==> config.mk <==
export PLATFORM = sky130hd
export DESIGN_NAME = execute_mc
export DESIGN_NICKNAME = d
export VERILOG_FILES = /design/src/rtl/exe_pkg.sv /design/src/rtl/mul_iter.sv /design/src/rtl/execute_mc.sv
export SDC_FILE = /design/constraint.sdc
export NUM_CORES = 2
export LEC_CHECK = 0
export CAP_MARGIN = 20
export CORE_UTILIZATION = 57
export DETAILED_ROUTE_END_ITERATION = 10
export PLACE_DENSITY = 0.83
export SLEW_MARGIN = 20
export SYNTH_ARGS = -nofsm -noshare
export SYNTH_HDL_FRONTEND = slang
export SYNTH_SLANG_ARGS = --single-unit
==> constraint.sdc <==
create_clock -name clk -period 17.5 [get_ports clk]
set_clock_uncertainty 0.2 [all_clocks]
set_input_delay 3.5 -clock clk [delete_from_list [all_inputs] [get_ports clk]]
set_output_delay 3.5 -clock clk [all_outputs]
set_load 0.01 [all_outputs]
==> src/rtl/exe_pkg.sv <==
// Shared definitions for the execute stage: ALU operation encodings and
// the multi-cycle controller state type.
package exe_pkg;

  localparam logic [3:0] ALU_AND  = 4'b0000;
  localparam logic [3:0] ALU_OR   = 4'b0001;
  localparam logic [3:0] ALU_ADD  = 4'b0010;
  localparam logic [3:0] ALU_SUB  = 4'b0110;
  localparam logic [3:0] ALU_PASS = 4'b0111;
  localparam logic [3:0] ALU_NOR  = 4'b1100;
  localparam logic [3:0] ALU_MUL  = 4'b1000;

  typedef enum logic [1:0] {
    IDLE = 2'd0,
    MUL  = 2'd1,
    DONE = 2'd2
  } state_e;

endpackage

==> src/rtl/mul_iter.sv <==
// Iterative shift-add multiplier: consumes one multiplier bit per cycle and
// keeps the low N bits of the product. 'last' marks the cycle whose edge
// performs the final iteration; 'done' is high for one cycle once the
// product is final.
module mul_iter
  import exe_pkg::*;
#(
  parameter int N = 64
) (
  input  logic         clk,
  input  logic         reset,
  input  logic         start,
  input  logic         clear,
  input  logic [N-1:0] a,
  input  logic [N-1:0] b,
  output logic         last,
  output logic         done,
  output logic [N-1:0] product
);

  localparam int CW = $clog2(N) + 1;
  localparam logic [CW-1:0] NITER = CW'(N);

  logic [N-1:0]  mcand_q, mcand_d;
  logic [N-1:0]  mplier_q, mplier_d;
  logic [N-1:0]  acc_q, acc_d;
  logic [CW-1:0] cnt_q, cnt_d;
  logic          run_q, run_d;

  assign last    = run_q && (cnt_q == NITER - CW'(1));
  assign done    = run_q && (cnt_q == NITER);
  assign product = acc_q;

  // Next-state: clear beats start, start beats iterating; drop run after done.
  always_comb begin
    mcand_d  = mcand_q;
    mplier_d = mplier_q;
    acc_d    = acc_q;
    cnt_d    = cnt_q;
    run_d    = run_q;
    if (clear) begin
      acc_d = '0;
      cnt_d = '0;
      run_d = 1'b0;
    end else if (start) begin
      mcand_d  = a;
      mplier_d = b;
      acc_d    = '0;
      cnt_d    = '0;
      run_d    = 1'b1;
    end else if (run_q && (cnt_q != NITER)) begin
      acc_d    = acc_q + (mplier_q[0] ? mcand_q : '0);
      mcand_d  = mcand_q << 1;
      mplier_d = mplier_q >> 1;
      cnt_d    = cnt_q + CW'(1);
    end else if (done) begin
      run_d = 1'b0;
    end
  end

  // State registers with asynchronous reset.
  always_ff @(posedge clk or posedge reset) begin
    if (reset) begin
      mcand_q  <= '0;
      mplier_q <= '0;
      acc_q    <= '0;
      cnt_q    <= '0;
      run_q    <= 1'b0;
    end else begin
      mcand_q  <= mcand_d;
      mplier_q <= mplier_d;
      acc_q    <= acc_d;
      cnt_q    <= cnt_d;
      run_q    <= run_d;
    end
  end

endmodule

==> src/rtl/execute_mc.sv <==
// Execute stage with single-cycle ALU ops and an optional multi-cycle
// multiply. Owns the IDLE/MUL/DONE controller and the result registers.
module execute_mc
  import exe_pkg::*;
#(
  parameter int N      = 64,
  parameter int MUL_EN = 1
) (
  input  logic         clk,
  input  logic         reset,
  input  logic         valid_in,
  input  logic         flush,
  input  logic         AluSrc,
  input  logic [3:0]   AluControl,
  input  logic [N-1:0] PC_E,
  input  logic [N-1:0] signImm_E,
  input  logic [N-1:0] readData1_E,
  input  logic [N-1:0] readData2_E,
  output logic         busy,
  output logic         valid_out,
  output logic         zero_M,
  output logic [N-1:0] PCBranch_M,
  output logic [N-1:0] aluResult_M,
  output logic [N-1:0] writeData_M
);

  state_e       state_q, state_d;
  logic         valid_q, valid_d;
  logic         zero_q, zero_d;
  logic [N-1:0] pcb_q, pcb_d;
  logic [N-1:0] alu_q, alu_d;
  logic [N-1:0] wd_q, wd_d;

  logic [N-1:0] b_op;
  logic [N-1:0] alu_res;
  logic         is_mul;
  logic         accept;
  logic         mul_last;
  logic         mul_done;
  logic [N-1:0] mul_prod;

  function automatic logic [N-1:0] alu_comb(input logic [3:0] ctrl,
                                            input logic [N-1:0] a,
                                            input logic [N-1:0] b);
    logic [N-1:0] r;
    case (ctrl)
      ALU_AND:  r = a & b;
      ALU_OR:   r = a | b;
      ALU_ADD:  r = a + b;
      ALU_SUB:  r = a - b;
      ALU_PASS: r = b;
      ALU_NOR:  r = ~(a | b);
      default:  r = '0;  // MUL is produced by mul_iter; unknown codes give 0
    endcase
    return r;
  endfunction

  assign busy    = (state_q != IDLE);
  assign b_op    = AluSrc ? signImm_E : readData2_E;
  assign alu_res = alu_comb(AluControl, readData1_E, b_op);
  assign is_mul  = (MUL_EN != 0) && (AluControl == ALU_MUL);
  assign accept  = valid_in && !busy && !flush;

  mul_iter #(.N(N)) u_mul (
    .clk     (clk),
    .reset   (reset),
    .start   (accept && is_mul),
    .clear   (flush),
    .a       (readData1_E),
    .b       (b_op),
    .last    (mul_last),
    .done    (mul_done),
    .product (mul_prod)
  );

  // Controller and result next-state; flush overrides accept and completion.
  always_comb begin
    state_d = state_q;
    valid_d = 1'b0;
    zero_d  = zero_q;
    pcb_d   = pcb_q;
    alu_d   = alu_q;
    wd_d    = wd_q;
    if (flush) begin
      state_d = IDLE;
    end else begin
      case (state_q)
        IDLE: begin
          if (valid_in) begin
            pcb_d = PC_E + (signImm_E << 2);
            wd_d  = readData2_E;
            if (is_mul) begin
              state_d = MUL;
            end else begin
              alu_d   = alu_res;
              zero_d  = (alu_res == '0);
              valid_d = 1'b1;
            end
          end
        end
        MUL: begin
          if (mul_last) state_d = DONE;
        end
        DONE: begin
          state_d = IDLE;
          alu_d   = mul_prod;
          zero_d  = (mul_prod == '0);
          valid_d = mul_done;
        end
        default: state_d = IDLE;
      endcase
    end
  end

  // Controller and output registers with asynchronous reset.
  always_ff @(posedge clk or posedge reset) begin
    if (reset) begin
      state_q <= IDLE;
      valid_q <= 1'b0;
      zero_q  <= 1'b0;
      pcb_q   <= '0;
      alu_q   <= '0;
      wd_q    <= '0;
    end else begin
      state_q <= state_d;
      valid_q <= valid_d;
      zero_q  <= zero_d;
      pcb_q   <= pcb_d;
      alu_q   <= alu_d;
      wd_q    <= wd_d;
    end
  end

  assign valid_out   = valid_q;
  assign zero_M      = zero_q;
  assign PCBranch_M  = pcb_q;
  assign aluResult_M = alu_q;
  assign writeData_M = wd_q;

endmodule

==> results by group <==
STA
  – FMAX: between 0.09 and 0.1 GHz
  – Final worst path period share: 60.7%
  – Tmin final: 10630 ps
  – Fin Setup TNS: 0 ps
  – Final Hold Viols: 0
  – Slack of the critical path: 6870 ps
  – RSZ-0062 raised after global routing: no
  – Final setup vio count: 0
  – Least-Margin Pin Slew: 1180 ps
  – Slew HR: 21.7%
  – Final-report max-slew violation count: 0

Global route
  – Initial antenna violation count: 11
  – Global-route wire length before repair: 182 mm
  – Grt ovf: 0
  – Total GRT Usage: 39.5%
  – Vias in the first global route: 32100
  – Largest net degree at the start of global routing: 255

Worst setup path
  – Worst r2r src: u_mul.mplier_q[0]$_DFFE_PP0P_
  – Critical path arrival: ~11000 ps
  – R2R setup slack: 11620 ps
  – Critical Path Sink: zero_M$_DFFE_PP0P_
  – CP Data Required Time: 17840 ps
  – Startpoint types: input pin
  – Critical path launch point: AluSrc
  – Peak fanout along the critical path: 57
  – Reg2reg end: u_mul.product[62]$_DFFE_PP0P_
  – Critical path class: input pin to flop
  – Critical path capture point type: flop
  – Reg2Reg Depth: 17

CTS
  – CTS tree: done
  – Sink Count: 396
  – Post-CTS Hold Buffers: 0
  – Resize count post-CTS: 0
  – Total CTS buffers: 46
  – Clock-pin slew on the worst setup and hold paths: 60 ps
  – Clk buf depth: 3
  – Worst skew pair latency: 620 ps
  – H-tree depth: 2
  – Root Driver: clkbuf_16
  – Postcts setup bufs: 0

Die
  – Initial core utilization: 57.9%
  – Area of the die: 58400 sq um
  – Row count: 87
  – Die width: 242 um
  – Boundary pin count: 460
  – Die height: 242 um
  – Core area: 56600 sq um

Placement
  – DP Area: around 38000 sq um
  – I/O Buffers: 459
  – GP Congestion: 1.00
  – Inst Count DP: 5105
  – Setup slack at placement: 6490 ps
  – DP HPWL: 88.8 mm

Cells and area
  – Most frequent cells in the layout: nand2_1, clkdlybuf4s50_1, dfrtp_1, o21ai_0, a21oi_1
  – Most common cell after layout, fill and taps aside: nand2_1
  – Nets@finish: 4857
  – Post-Layout Cell Count: 5202
  – Finished Cell Area: 39200 sq um
  – Post-route core utilization: slightly below 70%
  – Fill count: 4678
  – Share of cells above drive strength 1: 4.60%
  – P&R area growth vs syn: 19.7%

Logic synthesis
  – Yosys cell types: 90
  – Post-synthesis sequential area ratio: a little under a third
  – Synth warn: 0
  – Synth Register Bits: 396
  – Cells after Synth: 4104
  – Syn Area/Cell: 7.98 sq um
  – Post-synth EDFFs: 0
  – Mapped Nets: about 4600
  – Synthesized area: between 30000 and 40000 sq um
  – Synth Flop Type: dfrtp_1
  – Yosys top cell area share: 30.3%
  – Yosys top cell by area: dfrtp_1
  – Async S/R FF share, synth: 100%
  – Synth area leaders: dfrtp_1, nand2_1, ha_1

Routing
  – WL final: 118 mm
  – First-pass iteration count of the detailed router: 6
  – Residual DRC: 0
  – Average via count per standard cell: about 6.4
  – DR WL/cell: approximately 23 um
  – Iter 0 DRT Violations: 3108
  – Vias: 33300
  – Routed Antenna Nets: 0

Flow run
  – Max_cap viols: 0

Pwr
  – Leak pwr: around 17 nW
  – Pwr per Cell Area: 84.9 nW/um^2
  – Max VDD drop: around 0.000096 V

Min path
  – Type of the tightest min-delay check: flop to flop

Status
  – Status: completed
## stage by stage
step | power, mW | hold WS (ps)
after floorplan | 1.88 | 307
after global placement | 2.32 | 251
after detailed placement | 2.34 | 256
after CTS | 3.32 | 269
after global routing | 3.49 | 295
final | 3.33 | 271
## state kept, by name (all words and copies together) (netlist names)
signal	flops
PCBranch_M	64
aluResult_M	64
u_mul.mcand_q	64
u_mul.mplier_q	64
u_mul.product	64
writeData_M	64
u_mul.cnt_q	7
state_q	2
u_mul.run_q	1
valid_out	1
zero_M	1
## cell usage after synthesis, types with 9 or more instances
library cell,instances
nand2_1,713
dfrtp_1,396
o21ai_0,352
a21oi_1,309
clkbuf_1,220
ha_1,192
nor2_1,186
a21o_1,142
mux2i_1,141
xnor2_1,128
inv_1,111
nand3_1,92
xor2_1,80
and2_1,73
nor3_1,68
a211oi_1,65
o22ai_1,64
nand4_1,55
nor2b_1,55
maj3_1,49
a31oi_1,47
o21bai_1,38
nand2b_1,34
and3_1,32
or3_1,32
mux2_2,31
o21a_1,31
nor4_1,30
o31ai_1,29
a221oi_1,28
a22oi_1,26
a22o_1,22
buf_1,17
o211ai_1,16
mux2i_2,13
nor3b_1,13
a221o_1,9
o21ai_1,9
## worst min path at each step
| stage | startpoint | end | cells past startpoint |
|---|---|---|---|
| 3_3_place_gp | PCBranch_M[42]$_DFFE_PP0P_ | PCBranch_M[42]$_DFFE_PP0P_ | 2 |
| 5_1_grt | writeData_M[43]$_DFFE_PP0P_ | writeData_M[43]$_DFFE_PP0P_ | 2 |
| 6_report | aluResult_M[53]$_DFFE_PP0P_ | aluResult_M[53]$_DFFE_PP0P_ | 2 |
| 3_5_place_dp | PCBranch_M[42]$_DFFE_PP0P_ | PCBranch_M[42]$_DFFE_PP0P_ | 2 |
| 2_1_floorplan | PCBranch_M[28]$_DFFE_PP0P_ | PCBranch_M[28]$_DFFE_PP0P_ | 2 |
| 4_1_cts | PCBranch_M[42]$_DFFE_PP0P_ | PCBranch_M[42]$_DFFE_PP0P_ | 2 |
## final cells by class
| type | count | area [sq um] | share of cell area, % |
|---|---|---|---|
| antenna | 11 | 27.5 | 0.0702 |
| sequential | 396 | 9910 | 25.3 |
| inverter | 112 | 428 | 1.09 |
| multi-input combinational | 3347 | 21500 | 54.8 |
| timing repair buffer | 494 | 4870 | 12.4 |
| clock inverter | 18 | 156 | 0.399 |
| clock buffer | 68 | 1360 | 3.46 |
| tap | 756 | 946 | 2.41 |
## kinds of logic after synthesis
group                    after synthesis  share of synthesized area (%)
XOR/XNOR                             209                           5.63
adder cells (fa/ha/maj)              244                           9.02
buffers and inverters                361                           4.30
multiplexers                         187                           6.06
AO/OA/AOI/OAI                       1281                           24.6
flip-flops                           396                           30.3
AND/OR/NAND/NOR                     1426                           20.1
## worst max-delay path, cell delays in order
cell       delay, ps
buf_4            490
buf_4            810
mux2i_2          520
and3_4           290
nand3_2          110
or4_1            620
nor4_1           870
nor2_1           110
xnor2_1          170
ha_1             410
a21oi_1          230
o21ai_0          190
o21ba_2          270
o31ai_1           60
nor3_1           590
o21ai_1          220
a21boi_0         280
xnor2_1          130
a2111oi_0        420
nand4_1          150
nor4_1           320
nand2_1           80
nand2_1           70
## power breakdown
part	total (mW)	internal [mW]	leakage, nW	switching [mW]
clock network	0.976	0.568	0.747	0.407
registers	1.19	1.08	5.12	0.107
logic	1.16	0.516	11.2	0.648
## metal layers
metal | routed length [um] | track usage, % | up-vias
met5 | 13 | 0 | -
met4 | 8480 | 25.4 | 2
met3 | 8840 | 6.10 | 428
met2 | 55600 | 66.1 | 1591
met1 | 44700 | 47.5 | 15800
li1 | - | - | 15400
(Power assumes the default switching activity.)
